File: src/rtl/sata_fis_mux_if.sv
// -----------------------------------------------------------------------------
// sata_fis_mux_if
//
// Signal bundle for the 2:1 SATA FIS multiplexer. Both source streams and the
// merged output stream live in one interface so the mux takes a single port.
//
// Signals
//   i1_dat/val/eop/err  source #1 word, valid, last word of frame, error flag
//   i1_rdy              source #1 word accepted when i1_val & i1_rdy
//   i2_*                same set for source #2
//   o_dat/val/eop/err   merged stream, registered inside the mux
//   o_src               origin of the word on o_*: 0 = #1, 1 = #2
//   o_rdy               downstream ready
//
// Modports
//   slave   the multiplexer itself
//   master  the surroundings: the two sources plus the downstream sink
// -----------------------------------------------------------------------------
interface sata_fis_mux_if;

  logic [31:0] i1_dat;
  logic        i1_val;
  logic        i1_eop;
  logic        i1_err;
  logic        i1_rdy;

  logic [31:0] i2_dat;
  logic        i2_val;
  logic        i2_eop;
  logic        i2_err;
  logic        i2_rdy;

  logic [31:0] o_dat;
  logic        o_val;
  logic        o_eop;
  logic        o_err;
  logic        o_src;
  logic        o_rdy;

  modport slave (
    input  i1_dat, i1_val, i1_eop, i1_err,
    output i1_rdy,
    input  i2_dat, i2_val, i2_eop, i2_err,
    output i2_rdy,
    output o_dat, o_val, o_eop, o_err, o_src,
    input  o_rdy
  );

  modport master (
    output i1_dat, i1_val, i1_eop, i1_err,
    input  i1_rdy,
    output i2_dat, i2_val, i2_eop, i2_err,
    input  i2_rdy,
    input  o_dat, o_val, o_eop, o_err, o_src,
    output o_rdy
  );

endinterface

File: src/rtl/sata_fis_mux.sv
// -----------------------------------------------------------------------------
// sata_fis_mux
//
// Frame-aware 2:1 multiplexer for SATA FIS streams (transmit-side counterpart
// of the FIS demultiplexer). Two independent sources are merged into one
// registered output stream. Arbitration only happens at frame boundaries:
// once the first word of a multi-word frame is accepted, the owning source
// keeps the grant until its eop word is accepted, so frames never interleave.
//
// Parameters
//   RR       1 = round-robin between the sources, 0 = fixed priority (#1 wins)
//
// Ports
//   clk      clock, rising edge
//   reset_n  asynchronous active-low reset
//   fis      sata_fis_mux_if.slave bundle (both sources + merged output)
//
// Timing
//   One register stage: a word accepted at edge k is on o_* after edge k.
//   o_rdy reaches i1_rdy/i2_rdy combinationally; iN_val never reaches o_*.
// -----------------------------------------------------------------------------
module sata_fis_mux #(
  parameter bit RR = 1'b1
) (
  input  logic           clk,
  input  logic           reset_n,
  sata_fis_mux_if.slave  fis
);

  typedef enum logic [1:0] {
    IDLE  = 2'd0,
    LOCK1 = 2'd1,
    LOCK2 = 2'd2
  } lock_t;

  lock_t lock_q;
  lock_t lock_d;

  // Source that won the most recent frame, encoded like o_src (0 = #1,
  // 1 = #2). Resetting it to "#2 was last" makes #1 win the first contention.
  logic last_q;
  logic last_d;

  logic grant1;
  logic grant2;
  logic load_en;
  logic rdy1;
  logic rdy2;
  logic acc1;
  logic acc2;

  logic [31:0] dat_q;
  logic        val_q;
  logic        eop_q;
  logic        err_q;
  logic        src_q;

  // The stage can take a new word when it is empty or being drained this cycle.
  assign load_en = ~val_q | fis.o_rdy;

  assign acc1 = fis.i1_val & rdy1;
  assign acc2 = fis.i2_val & rdy2;

  // Lock state and round-robin history.
  always_ff @(posedge clk or negedge reset_n) begin
    if (!reset_n) begin
      lock_q <= IDLE;
      last_q <= 1'b1;
    end else begin
      lock_q <= lock_d;
      last_q <= last_d;
    end
  end

  // Next-state: enter a lock on the first word of a multi-word frame, leave it
  // on the accepted eop word. Single-word frames never leave IDLE, but they
  // still count as a win for the round-robin history. err does not end a frame.
  always_comb begin
    lock_d = lock_q;
    last_d = last_q;
    case (lock_q)
      IDLE: begin
        if (acc1) begin
          last_d = 1'b0;
          if (!fis.i1_eop) lock_d = LOCK1;
        end else if (acc2) begin
          last_d = 1'b1;
          if (!fis.i2_eop) lock_d = LOCK2;
        end
      end
      LOCK1: begin
        if (acc1 && fis.i1_eop) lock_d = IDLE;
      end
      LOCK2: begin
        if (acc2 && fis.i2_eop) lock_d = IDLE;
      end
      default: lock_d = IDLE;
    endcase
  end

  // Grant decode. In IDLE the grant follows the valids in the same cycle;
  // inside a lock the owner is granted regardless of the other source.
  // Ready is additionally gated by reset_n so no source sees a handshake while
  // the block is held in reset.
  always_comb begin
    grant1 = 1'b0;
    grant2 = 1'b0;
    case (lock_q)
      IDLE: begin
        if (fis.i1_val && fis.i2_val) begin
          if (RR) begin
            grant1 = last_q;
            grant2 = ~last_q;
          end else begin
            grant1 = 1'b1;
          end
        end else begin
          grant1 = fis.i1_val;
          grant2 = fis.i2_val;
        end
      end
      LOCK1:   grant1 = 1'b1;
      LOCK2:   grant2 = 1'b1;
      default: begin
        grant1 = 1'b0;
        grant2 = 1'b0;
      end
    endcase
    rdy1 = grant1 & load_en & reset_n;
    rdy2 = grant2 & load_en & reset_n;
  end

  // Output register. At most one source is granted, so acc1 and acc2 are
  // never both set; the priority here only keeps the structure simple.
  always_ff @(posedge clk or negedge reset_n) begin
    if (!reset_n) begin
      dat_q <= 32'd0;
      val_q <= 1'b0;
      eop_q <= 1'b0;
      err_q <= 1'b0;
      src_q <= 1'b0;
    end else if (acc1) begin
      dat_q <= fis.i1_dat;
      val_q <= 1'b1;
      eop_q <= fis.i1_eop;
      err_q <= fis.i1_err;
      src_q <= 1'b0;
    end else if (acc2) begin
      dat_q <= fis.i2_dat;
      val_q <= 1'b1;
      eop_q <= fis.i2_eop;
      err_q <= fis.i2_err;
      src_q <= 1'b1;
    end else if (fis.o_rdy) begin
      val_q <= 1'b0;
    end
  end

  assign fis.i1_rdy = rdy1;
  assign fis.i2_rdy = rdy2;
  assign fis.o_dat  = dat_q;
  assign fis.o_val  = val_q;
  assign fis.o_eop  = eop_q;
  assign fis.o_err  = err_q;
  assign fis.o_src  = src_q;

endmodule

File: src/flat_wrapper.sv
// flat-port wrapper written by rule: the top's interface ports become plain ports
module sata_fis_mux_flat 
#(
  parameter bit RR = 1'b1
)
  (clk, reset_n, fis_i1_dat, fis_i1_val, fis_i1_eop, fis_i1_err, fis_i1_rdy, fis_i2_dat, fis_i2_val, fis_i2_eop, fis_i2_err, fis_i2_rdy, fis_o_dat, fis_o_val, fis_o_eop, fis_o_err, fis_o_src, fis_o_rdy);
  sata_fis_mux_if fis_i ();
  input  logic clk;
  input  logic reset_n;
  input wire logic [$bits(fis_i.i1_dat)-1:0] fis_i1_dat;
  input wire logic [$bits(fis_i.i1_val)-1:0] fis_i1_val;
  input wire logic [$bits(fis_i.i1_eop)-1:0] fis_i1_eop;
  input wire logic [$bits(fis_i.i1_err)-1:0] fis_i1_err;
  output wire logic [$bits(fis_i.i1_rdy)-1:0] fis_i1_rdy;
  input wire logic [$bits(fis_i.i2_dat)-1:0] fis_i2_dat;
  input wire logic [$bits(fis_i.i2_val)-1:0] fis_i2_val;
  input wire logic [$bits(fis_i.i2_eop)-1:0] fis_i2_eop;
  input wire logic [$bits(fis_i.i2_err)-1:0] fis_i2_err;
  output wire logic [$bits(fis_i.i2_rdy)-1:0] fis_i2_rdy;
  output wire logic [$bits(fis_i.o_dat)-1:0] fis_o_dat;
  output wire logic [$bits(fis_i.o_val)-1:0] fis_o_val;
  output wire logic [$bits(fis_i.o_eop)-1:0] fis_o_eop;
  output wire logic [$bits(fis_i.o_err)-1:0] fis_o_err;
  output wire logic [$bits(fis_i.o_src)-1:0] fis_o_src;
  input wire logic [$bits(fis_i.o_rdy)-1:0] fis_o_rdy;
  assign fis_i.i1_dat = fis_i1_dat;
  assign fis_i.i1_val = fis_i1_val;
  assign fis_i.i1_eop = fis_i1_eop;
  assign fis_i.i1_err = fis_i1_err;
  assign fis_i1_rdy = fis_i.i1_rdy;
  assign fis_i.i2_dat = fis_i2_dat;
  assign fis_i.i2_val = fis_i2_val;
  assign fis_i.i2_eop = fis_i2_eop;
  assign fis_i.i2_err = fis_i2_err;
  assign fis_i2_rdy = fis_i.i2_rdy;
  assign fis_o_dat = fis_i.o_dat;
  assign fis_o_val = fis_i.o_val;
  assign fis_o_eop = fis_i.o_eop;
  assign fis_o_err = fis_i.o_err;
  assign fis_o_src = fis_i.o_src;
  assign fis_i.o_rdy = fis_o_rdy;
  sata_fis_mux #(.RR(RR)) u_core (.clk(clk), .reset_n(reset_n), .fis(fis_i));
endmodule
File: config.mk
export PLATFORM = sky130hd
export DESIGN_NAME = sata_fis_mux_flat
export DESIGN_NICKNAME = d
export VERILOG_FILES = /design/src/rtl/sata_fis_mux_if.sv /design/src/rtl/sata_fis_mux.sv /design/src/flat_wrapper.sv
export SDC_FILE = /design/constraint.sdc
export NUM_CORES = 1
export LEC_CHECK = 0
export CAP_MARGIN = 5
export CORE_MARGIN = 2
export CORE_UTILIZATION = 40
export DETAILED_ROUTE_END_ITERATION = 8
export HOLD_SLACK_MARGIN = 0.06
export PLACE_DENSITY = 0.91
export SLEW_MARGIN = 20
export SYNTH_ARGS = -nofsm -noshare
export SYNTH_HDL_FRONTEND = slang
export SYNTH_SLANG_ARGS = --single-unit
File: constraint.sdc
create_clock -name clk -period 4.8 [get_ports clk]
set_input_delay 0.96 -clock clk [delete_from_list [all_inputs] [get_ports clk]]
set_output_delay 0.96 -clock clk [all_outputs]
set_load 0.01 [all_outputs]
After elaboration in Yosys (flattened, before gate mapping)
Index checks and enable logic that the tools add are counted.
{ "totals": {"n_memories": 0, "rom_bits": 0, "latchBits": 0, "reg_bits": 39, "elab_cells": 53, "in_bits": 73, "ram_bits": 0} }
{ "op_classes": {"magnitude_cmp": 0, "eq_ne": 7, "n_mul": 0, "shift": 0, "n_mux": 22, "n_bitwise": 9, "n_addsub": 0, "n_reduce_logical": 8, "div_mod_pow": 0} }
{ "ops": {"columns": ["cell", "n"], "rows": [
  ["$mux W32", 2],
  ["$mux W2", 6],
  ["$mux W1", 11],
  ["$and A1 B1 Y1", 6],
  ["$pmux W2 S3", 1],
  ["$reduce_and A5 Y1", 1],
  ["$ne A2 B1 Y1 const B", 2],
  ["$pmux W1 S2", 2],
  ["$logic_and A1 B1 Y1", 3],
  ["$ne A3 B1 Y1 const B", 1],
  ["$ne A3 B2 Y1 const B", 1],
  ["$ne A3 B3 Y1 const B", 1],
  ["$reduce_bool A3 Y1", 1],
  ["$eq A2 B1 Y1 const B", 1],
  ["$eq A2 B2 Y1 const B", 1],
  ["$logic_not A2 Y1", 1],
  ["$not A1 Y1", 2],
  ["$reduce_and A2 Y1", 1],
  ["$reduce_bool A2 Y1", 1],
  ["$or A1 B1 Y1", 1]
]} }

Longest topological paths before layout
{ "depth": {"word_depth": 9, "mapped_depth": 6} }

Least setup slack after synthesis
Ideal clock, no wire load.
{ "synth_timing": {"path_type": "input port to output port", "from": "input fis_o_rdy", "to": "output fis_i2_rdy", "setup_slack_ns": 2.322, "path_stages": 3, "arrival_ns": 1.518, "n_path_buf": 0, "path_cell_list": "nor2b_1 > nand2b_1 > nor3_1"} }
{ "synth_between": {"elab_chain_cells": 3} }
{ "synth_rtl": {"columns": ["element", "line", "rtl"], "rows": [
  ["start: declaration", "flat_wrapper.sv:25", "input wire logic [$bits(fis_i.o_rdy)-1:0] fis_o_rdy;"],
  ["$or A1 B1 Y1", "sata_fis_mux.sv:59", "assign load_en = ~val_q | fis.o_rdy;"],
  ["$and A1 B1 Y1 (2 in a row)", "sata_fis_mux.sv:130", "rdy2 = grant2 & load_en & reset_n;"],
  ["end: declaration", "flat_wrapper.sv:19", "output wire logic [$bits(fis_i.i2_rdy)-1:0] fis_i2_rdy;"]
]} }
Every way passes these cells.

Worst setup path after layout
Ends and elaborated chain as after synthesis.

==> flow_summary.json <==
{
  "finalWorstPathRequiredPeriod_ns": 3.49,
  "max_freq_mhz": 287,
  "timing.critical_path.arrival_ns": 2.53,
  "fin_area_sq_um": 3040,
  "floorplan.io_pins": 111,
  "timing.slew.headroom_pct": 57.0,
  "cap_viol_max_count": 0,
  "cts_tree": "done",
  "period_share_pct": 72.7,
  "power_leakage_uw": 0.00125,
  "grt_antenna_before_repair": 0,
  "max_slew.worst_pin.slew_ns": 0.642,
  "cts-hold-fix-buffers": 0,
  "unrepaired_setup_endpoints_after_global_routing": "false",
  "post_route_clock_skew_ns": 0.00740,
  "stdcell_count": 376,
  "routed_wl_mm": 5.00,
  "cts.sink_count": 39,
  "setup_viol_count_final": 0,
  "worstPathRequired_ns": 3.84,
  "synth-seq-cells": 39,
  "postCtsSetupBuffers": 0,
  "post-place-cells": 368,
  "synthCells": 216,
  "clk_path_buf_depth": 2,
  "finalHoldViolations": 0,
  "floorplan.die_area_sq_um": 5200,
  "syn_area_sq_um": 1860,
  "min-delay-path-class": "register to register",
  "insertedDiodeCount": 0,
  "fin_setup_tns_ns": 0,
  "die-width_microns": 72.1,
  "cts-buffers-inserted": 5,
  "die_height_microns": 72.1,
  "register_area_sq_um": 977,
  "clock_network_latency_to_the_later_pin_of_the_worst_skew_pair_ns": 0.28,
  "fill_cells": 377,
  "nNetsFinal": 396,
  "synth-edff-count": 0,
  "drt_drc_violations_left": 0,
  "ys.warnings.count": 0,
  "layout-area-overhead-vs-synth_pct": 63.5,
  "ys.flop_type": "sky130_fd_sc_hd__dfrtp_1",
  "cp-start-kind": "primary input",
  "gr-usage-all-layers_pct": 19.6,
  "cts.root.buffer_cell": "sky130_fd_sc_hd__clkbuf_8",
  "grt_start_max_net_pins": 41,
  "worst_hold_slack_ns": 0.508,
  "timing.critical_path.mode_cell": "sky130_fd_sc_hd__clkdlybuf4s50_1",
  "worst_setup_path_end_kind": "output port",
  "post_drt_via_cell_ratio": 4.98,
  "detail_route.iter0.violations": 125,
  "critical-path-slowest-cell": "sky130_fd_sc_hd__clkdlybuf4s50_1",
  "timing.critical_path.fanout_max": 5,
  "cpLargestDelayFamily": "buffers and inverters",
  "yosys.cell_types.count": 24,
  "floorplan_row_count": 24,
  "multi_input_area_sq_um": 779,
  "final_layout_size_suffix_gt1_share_pct": 4.94,
  "critPathMaxStageDelay_ns": 0.58,
  "mappedNetlistNets": 289,
  "critical_path.n_buffers_inverters": 2,
  "grt-ovfl-total": 0,
  "drt.antenna.violating_nets": 0,
  "clkTransAtPathRegs_ns": 0.07,
  "grt_pass1_vias": 1780,
  "syn_area_per_cell_sq_um": 8.60,
  "status": "complete, no violations",
  "portBuffers": 110,
  "placed_area_sq_um": 2960,
  "wl_per_cell_microns": 13.3,
  "length_in_cells_of_the_worst_reg_to_reg_path": 5,
  "routabilityCongestion": 0.905,
  "cts_repair_resize_count": 0,
  "critical_path_depth": 5,
  "detailedRoute.firstPassIterationCount": 4,
  "timing_max_transition_violations_final": 0,
  "whs_path_depth": 2,
  "synth_seq_area_share_pct": 52.6,
  "cellPowerDensity_nw_per_um2": 534,
  "start_util_pct": 42.1,
  "vias_after_detailed_routing": 1873,
  "power.ir.vdd_worst_mv": 0.255,
  "dp_hpwl_mm": 3.68,
  "cts_htree_levels": 2,
  "criticalPathCategory": "primary input to output port",
  "grt_pass1_wl_mm": 7.99,
  "ys_async_sr_fraction_pct": 100,
  "worstPathCellList": "clkdlybuf4s50_1 > nor2b_1 > nand2b_1 > nor3_1 > clkdlybuf4s50_1",
  "floorplan_core_area_sq_um": 4410
}
## cell type report
cell class / instances / share of cell area, %
clock buffers: 7 / 2.51
clock inverters: 1 / 0.165
inverters: 2 / 0.247
multi-input cells: 161 / 25.7
flip-flops and latches: 39 / 32.2
well taps: 52 / 2.14
repair buffers: 114 / 37.1
## sequential cells by signal (all words and copies together) (netlist names)
register          count
u_core.fis.o_err      1
u_core.fis.o_val      1
u_core.fis.o_src      1
u_core.lock_q         2
u_core.fis.o_eop      1
u_core.last_q         1
u_core.fis.o_dat     32
## final timing paths
| check | from | end | slack (ns) |
|---|---|---|---|
| worst max-delay path | fis_o_rdy | fis_i2_rdy | 1.31 |
| worst min-delay path | u_core.last_q$_DFFE_PN1P_ | u_core.last_q$_DFFE_PN1P_ | 0.51 |
| worst max register to register | u_core.last_q$_DFFE_PN1P_ | u_core.fis.o_dat[7]$_DFFE_PN0P_ | 2.81 |
| worst min register to register | u_core.last_q$_DFFE_PN1P_ | u_core.last_q$_DFFE_PN1P_ | 0.51 |
| max in group asynchronous | reset_n | u_core.fis.o_eop$_DFFE_PN0P_ | 3.68 |
| min in group asynchronous | reset_n | u_core.fis.o_dat[3]$_DFFE_PN0P_ | 0.77 |
## per-layer routing
layer / share of wire, % / global-route usage [%] / vias up
met4: 1.5 / 7.55 / 0
met2: 50 / 33.7 / 77
met1: 40 / 22.6 / 848
li1: - / - / 942
met5: 0 / 0 / -
met3: 7.6 / 6.39 / 6
## synthesized netlist by cell type, types with 2 or more instances
cell                       number  area (sq um)
sky130_fd_sc_hd__a21oi_1        2          10.0
sky130_fd_sc_hd__a31oi_1       36           225
sky130_fd_sc_hd__buf_2          5          25.0
sky130_fd_sc_hd__buf_4          3          22.5
sky130_fd_sc_hd__buf_6          4          45.0
sky130_fd_sc_hd__clkbuf_1       2          7.51
sky130_fd_sc_hd__dfrtp_1       38           951
sky130_fd_sc_hd__inv_1          2          7.51
sky130_fd_sc_hd__nand2_1       69           259
sky130_fd_sc_hd__nand2b_1       4          25.0
sky130_fd_sc_hd__nor2_1        36           135
sky130_fd_sc_hd__nor2b_1        2          12.5
sky130_fd_sc_hd__nor3_1         2          10.0
## cells by family after synthesis
logic type	Yosys count	synth area share [%]
compound gates	44	16.3
buf+inv	16	5.79
flops	39	52.6
simple gates	117	25.3
## worst min-delay path, stage by stage, from the launching register on
cell and delay [ns]:
sky130_fd_sc_hd__dfstp_2 0.38, sky130_fd_sc_hd__o41ai_1 0.06, sky130_fd_sc_hd__o31ai_1 0.06
## per-stage QoR
step	total power [uW]	setup WS [ns]	util, %
2_1_floorplan	1010	2.32	-
3_3_place_gp	1400	1.38	67.0
3_5_place_dp	1430	1.29	67.0
4_1_cts	1640	1.29	68.8
5_1_grt	1740	1.15	68.8
6_report	1620	1.31	68.8
## cells in the final DEF (no fill, tap or decap)
cell type and n:
sky130_fd_sc_hd__a21oi_1 2, sky130_fd_sc_hd__clkdlybuf4s50_1 109, sky130_fd_sc_hd__and2_1 1, sky130_fd_sc_hd__nor2b_1 2, sky130_fd_sc_hd__nor2_1 36, sky130_fd_sc_hd__dfstp_2 1, sky130_fd_sc_hd__buf_4 4, sky130_fd_sc_hd__o41ai_1 1
sky130_fd_sc_hd__a311oi_1 1, sky130_fd_sc_hd__or2_1 1, sky130_fd_sc_hd__clkinv_2 1, sky130_fd_sc_hd__nor3_1 2, sky130_fd_sc_hd__buf_2 1, sky130_fd_sc_hd__clkbuf_1 2, sky130_fd_sc_hd__nand2_2 1, sky130_fd_sc_hd__or3b_1 1
sky130_fd_sc_hd__o31ai_1 1, sky130_fd_sc_hd__a2bb2oi_2 1, sky130_fd_sc_hd__a31oi_1 36, sky130_fd_sc_hd__a311oi_2 1, sky130_fd_sc_hd__clkbuf_8 5, sky130_fd_sc_hd__a211oi_4 1, sky130_fd_sc_hd__nand2_1 69, sky130_fd_sc_hd__nand2b_1 4
sky130_fd_sc_hd__inv_1 2, sky130_fd_sc_hd__dfrtp_1 38
## power by group
| part | switching (uW) | leakage (uW) | total (uW) | internal [uW] |
|---|---|---|---|---|
| registers | 92.2 | 0.000436 | 583 | 491 |
| logic | 382 | 0.000770 | 832 | 451 |
| clock network | 104 | 0.0000422 | 206 | 102 |
| total | 578 | 0.00125 | 1620 | 1040 |
No activity file was read; power rests on OpenSTA's default activity.
